File: src/rtl/mem_stage.sv
// rtl/mem_stage.sv - MEM stage: EX->MEM handshake, data-SRAM access, registered WB output.
// Optional forwarding ports are enabled by defining MEM_STAGE_FWD_EN.
module mem_stage #(
    parameter int ADDR_W = 32,
    parameter int DATA_W = 32
) (
    input  logic              clk,
    input  logic              rst,
    input  logic              i_mem_valid,
    output logic              o_mem_ready,
    input  logic [ADDR_W-1:0] mem_alu_res,
    input  logic [DATA_W-1:0] mem_mem_wdata,
    input  logic [4:0]        mem_rf_waddr,
    input  logic              mem_rf_we,
    input  logic              mem_res_from_mem,
    input  logic              mem_mem_we,
    input  logic [31:0]       mem_pc,
    input  logic [31:0]       mem_inst,
    output logic              data_sram_req,
    output logic              data_sram_wr,
    output logic [ADDR_W-1:0] data_sram_addr,
    output logic [DATA_W-1:0] data_sram_wdata,
    output logic [3:0]        data_sram_wstrb,
    input  logic              data_sram_addr_ok,
    input  logic              data_sram_data_ok,
    input  logic [DATA_W-1:0] data_sram_rdata,
    output logic              o_wb_valid,
    input  logic              i_wb_ready,
    output logic [DATA_W-1:0] wb_rf_wdata,
    output logic [4:0]        wb_rf_waddr,
    output logic              wb_rf_we,
    output logic [31:0]       wb_pc,
    output logic [31:0]       wb_inst
`ifdef MEM_STAGE_FWD_EN
    ,
    output logic              fwd_valid,
    output logic [4:0]        fwd_waddr,
    output logic [DATA_W-1:0] fwd_wdata,
    output logic              fwd_pending
`endif
);

    typedef enum logic [1:0] {S_IDLE, S_REQ, S_WAIT, S_HOLD} state_t;

    state_t state, state_nx;
    logic   accept;
    logic   resp_done;
    logic   new_is_mem;

    logic [ADDR_W-1:0] r_alu_res;
    logic [DATA_W-1:0] r_wdata;
    logic [DATA_W-1:0] r_result;
    logic [4:0]        r_rf_waddr;
    logic              r_rf_we;
    logic              r_res_from_mem;
    logic              r_mem_we;
    logic [31:0]       r_pc;
    logic [31:0]       r_inst;

    assign o_mem_ready = (state == S_IDLE) | ((state == S_HOLD) & i_wb_ready);

    always_ff @(posedge clk or negedge rst) begin
        if (!rst) state <= S_IDLE;
        else      state <= state_nx;
    end

    always_comb begin
        state_nx   = state;
        resp_done  = 1'b0;
        accept     = i_mem_valid & o_mem_ready;
        new_is_mem = mem_res_from_mem | mem_mem_we;
        case (state)
            S_IDLE: if (accept) state_nx = new_is_mem ? S_REQ : S_HOLD;
            S_REQ: begin
                if (data_sram_addr_ok) begin
                    if (data_sram_data_ok) begin
                        state_nx  = S_HOLD;
                        resp_done = 1'b1;
                    end else begin
                        state_nx = S_WAIT;
                    end
                end
            end
            S_WAIT: begin
                if (data_sram_data_ok) begin
                    state_nx  = S_HOLD;
                    resp_done = 1'b1;
                end
            end
            S_HOLD: begin
                if (accept)          state_nx = new_is_mem ? S_REQ : S_HOLD;
                else if (i_wb_ready) state_nx = S_IDLE;
            end
            default: state_nx = S_IDLE;
        endcase
    end

    // Result defaults to the ALU value; a returning load overwrites it.
    always_ff @(posedge clk or negedge rst) begin
        if (!rst) begin
            r_alu_res      <= '0;
            r_wdata        <= '0;
            r_result       <= '0;
            r_rf_waddr     <= '0;
            r_rf_we        <= 1'b0;
            r_res_from_mem <= 1'b0;
            r_mem_we       <= 1'b0;
            r_pc           <= '0;
            r_inst         <= '0;
        end else if (accept) begin
            r_alu_res      <= mem_alu_res;
            r_wdata        <= mem_mem_wdata;
            r_result       <= DATA_W'(mem_alu_res);
            r_rf_waddr     <= mem_rf_waddr;
            r_rf_we        <= mem_rf_we;
            r_res_from_mem <= mem_res_from_mem;
            r_mem_we       <= mem_mem_we;
            r_pc           <= mem_pc;
            r_inst         <= mem_inst;
        end else if (resp_done && r_res_from_mem) begin
            r_result <= data_sram_rdata;
        end
    end

    assign data_sram_req   = (state == S_REQ);
    assign data_sram_wr    = data_sram_req & r_mem_we;
    assign data_sram_addr  = data_sram_req ? r_alu_res : '0;
    assign data_sram_wdata = data_sram_req ? r_wdata : '0;
    assign data_sram_wstrb = data_sram_wr ? 4'hf : 4'h0;

    // Stores never write the register file, whatever rf_we EX supplied.
    assign o_wb_valid  = (state == S_HOLD);
    assign wb_rf_wdata = r_result;
    assign wb_rf_waddr = r_rf_waddr;
    assign wb_rf_we    = o_wb_valid & r_rf_we & ~r_mem_we;
    assign wb_pc       = r_pc;
    assign wb_inst     = r_inst;

`ifdef MEM_STAGE_FWD_EN
    logic busy;
    assign busy        = (state != S_IDLE);
    assign fwd_valid   = busy & r_rf_we & ~r_mem_we;
    assign fwd_waddr   = fwd_valid ? r_rf_waddr : 5'd0;
    assign fwd_wdata   = fwd_valid ? r_result : '0;
    assign fwd_pending = ((state == S_REQ) | (state == S_WAIT)) & r_res_from_mem;
`endif

endmodule

File: config.mk
export PLATFORM = sky130hd
export DESIGN_NAME = mem_stage
export DESIGN_NICKNAME = d
export VERILOG_FILES = /design/src/rtl/mem_stage.sv
export SDC_FILE = /design/constraint.sdc
export NUM_CORES = 1
export LEC_CHECK = 0
export BUFFER_PORTS_ARGS = -buffer_cell sky130_fd_sc_hd__buf_2
export CORE_AREA = 2 2 152 184
export DETAILED_ROUTE_END_ITERATION = 8
export DIE_AREA = 0 0 154 186
export PLACE_DENSITY_LB_ADDON = 0.12
export SKIP_LAST_GASP = 1
export SLEW_MARGIN = 5
export SYNTH_ARGS = -nofsm -noshare
export SYNTH_HDL_FRONTEND = slang
export SYNTH_SLANG_ARGS = --single-unit
File: constraint.sdc
create_clock -name clk -period 2.3 [get_ports clk]
set_input_delay 0.575 -clock clk [delete_from_list [all_inputs] [get_ports clk]]
set_output_delay 0.575 -clock clk [all_outputs]
set_load 0.005 [all_outputs]
==> reports/metrics.yaml <==
global_routing:
  grt_overflow: 0
  grt_pass1_vias: 6144
  grt_pass1_wl_um: 35000
  grt_use_total_pct: 15.9
  antenna_found_initial: 5
  grt_max_degree: 65
route:
  routed_wl_um: 23700
  first_pass_iters: 6
  wl_met3_um: 1980
  highest_layer: "met5"
  vias_per_cell: 4.70
  wl_per_cell_um: 18.6
  drt.antenna.violating_nets: 0
  drtIter0Drc: 189
  wl_met1_um: 10400
  dr_wl_met2_um: 10900
  vias: 5988
  drc: 0
setup_path:
  path_cells: "inv_2 -> ha_4 -> clkbuf_16 -> and2_1 -> buf_2"
  start_kind: "register"
  critPathArrivalTime_ps: 1650
  crit_path_end_kind: "output pin"
  slowest_stage: "dfrtp_1"
  crit_type: "reg2out"
  crit_family: "flip-flops"
  path_buf_inv: 3
  path_max_fanout: 9
  crit_required_ps: 1730
  slowest_delay_ps: 420
finish:
  layout-drive-gt1-share_pct: 59.0
  area.growth.synth_to_final_pct: 35.5
  multi_input_area_um2: 3430
  final_nets: 1097
  num-fill-cells: 2667
  final_cell_area_um2: 10800
  stdcell_count: 1273
  area.sequential_um2: 4260
timing:
  period_minus_slack_ps: 2220
  worst_pin_slew_ps: 535
  max_slew_margin_pct: 63.4
  fin_skew_ps: 6.56
  finalSetupTns_ps: 0
  hold_viol: 0
  setup_viol: 0
  fmax_mhz: 450
  drv_slew: 0
  post-route-period-util_pct: 96.6
  rsz0062_at_grt: "true"
die:
  rows: 66
  die_w_um: 154
  ios: 348
  start_util_pct: 29.7
  design.core.area_um2: 26800
  die_area_um2: 28600
  die_h_um: 186
power_and_ir_drop:
  power_density_nw_per_um2: 1440
  p_leak_nw: 5.47
  vdd_drop_max_v: 0.000528
place:
  io_buffer_count: 347
  dpl_cell_area_um2: 10100
  dp_hpwl_um: 16200
  place.gp.congestion: 0.774
  dp.cells: 1232
synthesis:
  syn_nets: 763
  synthCells: 584
  synth_compound_area_share_pct: 10.1
  ys_seq_area_share_pct: 53.3
  synth_fa_ha_area_share_pct: 0.784
  synth_xor_area_share_pct: 0
  ys_types: 28
  synth_top_family_by_area: "multiplexers"
  syn_area_per_cell_um2: 13.7
  synth_simple_gate_area_share_pct: 8.35
  yosys_warnings: 0
  async_flop_share_pct: 100
  synth_area_um2: 7980
  synthMuxAreaShare_pct: 23.3
  synth_top_area_share_pct: 53.3
  synth_edf_count: 0
  synthTopCellsByCount: "170 x dfrtp_1, 88 x mux2_4, 65 x and2_1"
  ys_top_cells_by_area: "dfrtp_1 53%, mux2_4 17%, a2bb2oi_1 7.0%"
  yosysMostFrequentCell: "dfrtp_1"
  yosysTopAreaCell: "dfrtp_1"
  synthFlopType: "dfrtp_1"
  ys_ff_latch: 170
clock_tree:
  cts.sinks: 170
  cts_tree: "yes"
  cts.clk_slew.worst_paths_ps: 70
  clk_latency_ps: 420
  numCtsBuffers: 17
  max-clock-path-buffers: 2
  h-tree-depth: 4
  root_buffer: "clkbuf_16"
run_status:
  status: "complete, no violations"
flow_run:
  maxCapViolations: 0
hold_path:
  hp-class: "in2async"
## worst paths after layout
| kind | from | end | slack, ps | cells after the start |
|---|---|---|---|---|
| hold reg to reg | r_alu_res[3] | r_alu_res[3] | 500 | 1 |
| setup reg to reg | state[0] | r_wdata[31] | 250 | 7 |
| max in group asynchronous | rst | r_alu_res[24] | 1620 | 2 |
| setup / recovery | state[1] | data_sram_addr[8] | 80 | 5 |
| min in group clk | mem_rf_waddr[0] | wb_rf_waddr[0] | 370 | 2 |
| hold / removal | rst | r_alu_res[14] | 30 | 1 |
## repair_timing
| action | CTS | global route |
|---|---|---|
| buffers inserted | 1 | 3 |
| hold buffers | 0 | 0 |
| endpoints found under the setup margin | 34 | 70 |
| gates resized for setup | 3 | 8 |
| gates cloned | 0 | 3 |
## state kept, by name (all words and copies together), names as in the netlist
signal and cells:
wb_inst 32, wb_rf_waddr 5, r_alu_res 32, state 2, r_res_from_mem 1, r_rf_we 1, wb_pc 32, r_wdata 32
r_mem_we 1, wb_rf_wdata 32
## cell usage in the layout (no fill, tap or decap), types with 2 or more instances in the layout
cell / Yosys / routed
and2_1: 65 / 64
inv_2: 0 / 2
ha_1: 5 / 3
buf_12: 0 / 10
clkinvlp_4: 0 / 4
buf_2: 10 / 346
o21ai_0: 33 / 33
clkbuf_16: 0 / 20
a2bb2oi_1: 64 / 64
clkinv_4: 0 / 2
clkbuf_8: 0 / 2
nor2b_1: 3 / 3
o21a_1: 2 / 2
clkinv_2: 0 / 3
nand4_1: 32 / 32
o32a_1: 2 / 2
mux2_4: 88 / 88
buf_4: 6 / 12
diode_2: 0 / 2
inv_6: 0 / 3
nor2_1: 2 / 2
mux2_2: 48 / 48
dfrtp_1: 170 / 169
## metal layers
layer / track usage, % / vias up
met5: 0 / -
met4: 5.01 / 4
met3: 6.05 / 23
met2: 24.8 / 273
met1: 20.3 / 2911
li1: - / 2777
## report_power, final
part / leakage [nW] / switching, mW / internal [mW]
registers: 1.98 / 0.794 / 4.55
logic: 3.21 / 3.20 / 4.22
clock network: 0.272 / 1.27 / 1.56
## layout make-up
| type | instances | share of cell area, % |
|---|---|---|
| clock inverter | 13 | 1.10 |
| antenna | 2 | 0.0463 |
| sequential | 170 | 39.3 |
| multi-input combinational | 354 | 31.7 |
| inverter | 2 | 0.0694 |
| clock buffer | 19 | 4.19 |
| tap | 340 | 3.93 |
| timing repair buffer | 373 | 19.6 |
## kinds of logic after synthesis
| kind of cell | Yosys count |
|---|---|
| fa+ha+maj | 5 |
| compound gates | 106 |
| flops | 170 |
| buf+inv | 60 |
| mux | 136 |
| simple gates | 107 |
## per-stage QoR
stage / setup slack [ps] / power, mW / hold WS (ps) / util (%)
after CTS: -24.2 / 15.5 / 23.6 / 39.8
after global placement: 326 / 12.5 / 482 / 37.6
after floorplan: 371 / 9.82 / 279 / -
after global routing: -3.66 / 16.7 / 26.3 / 40.3
after detailed placement: 313 / 12.6 / 486 / 37.6
final: 78.7 / 15.6 / 27.6 / 40.3
(Power assumes the default switching activity.)
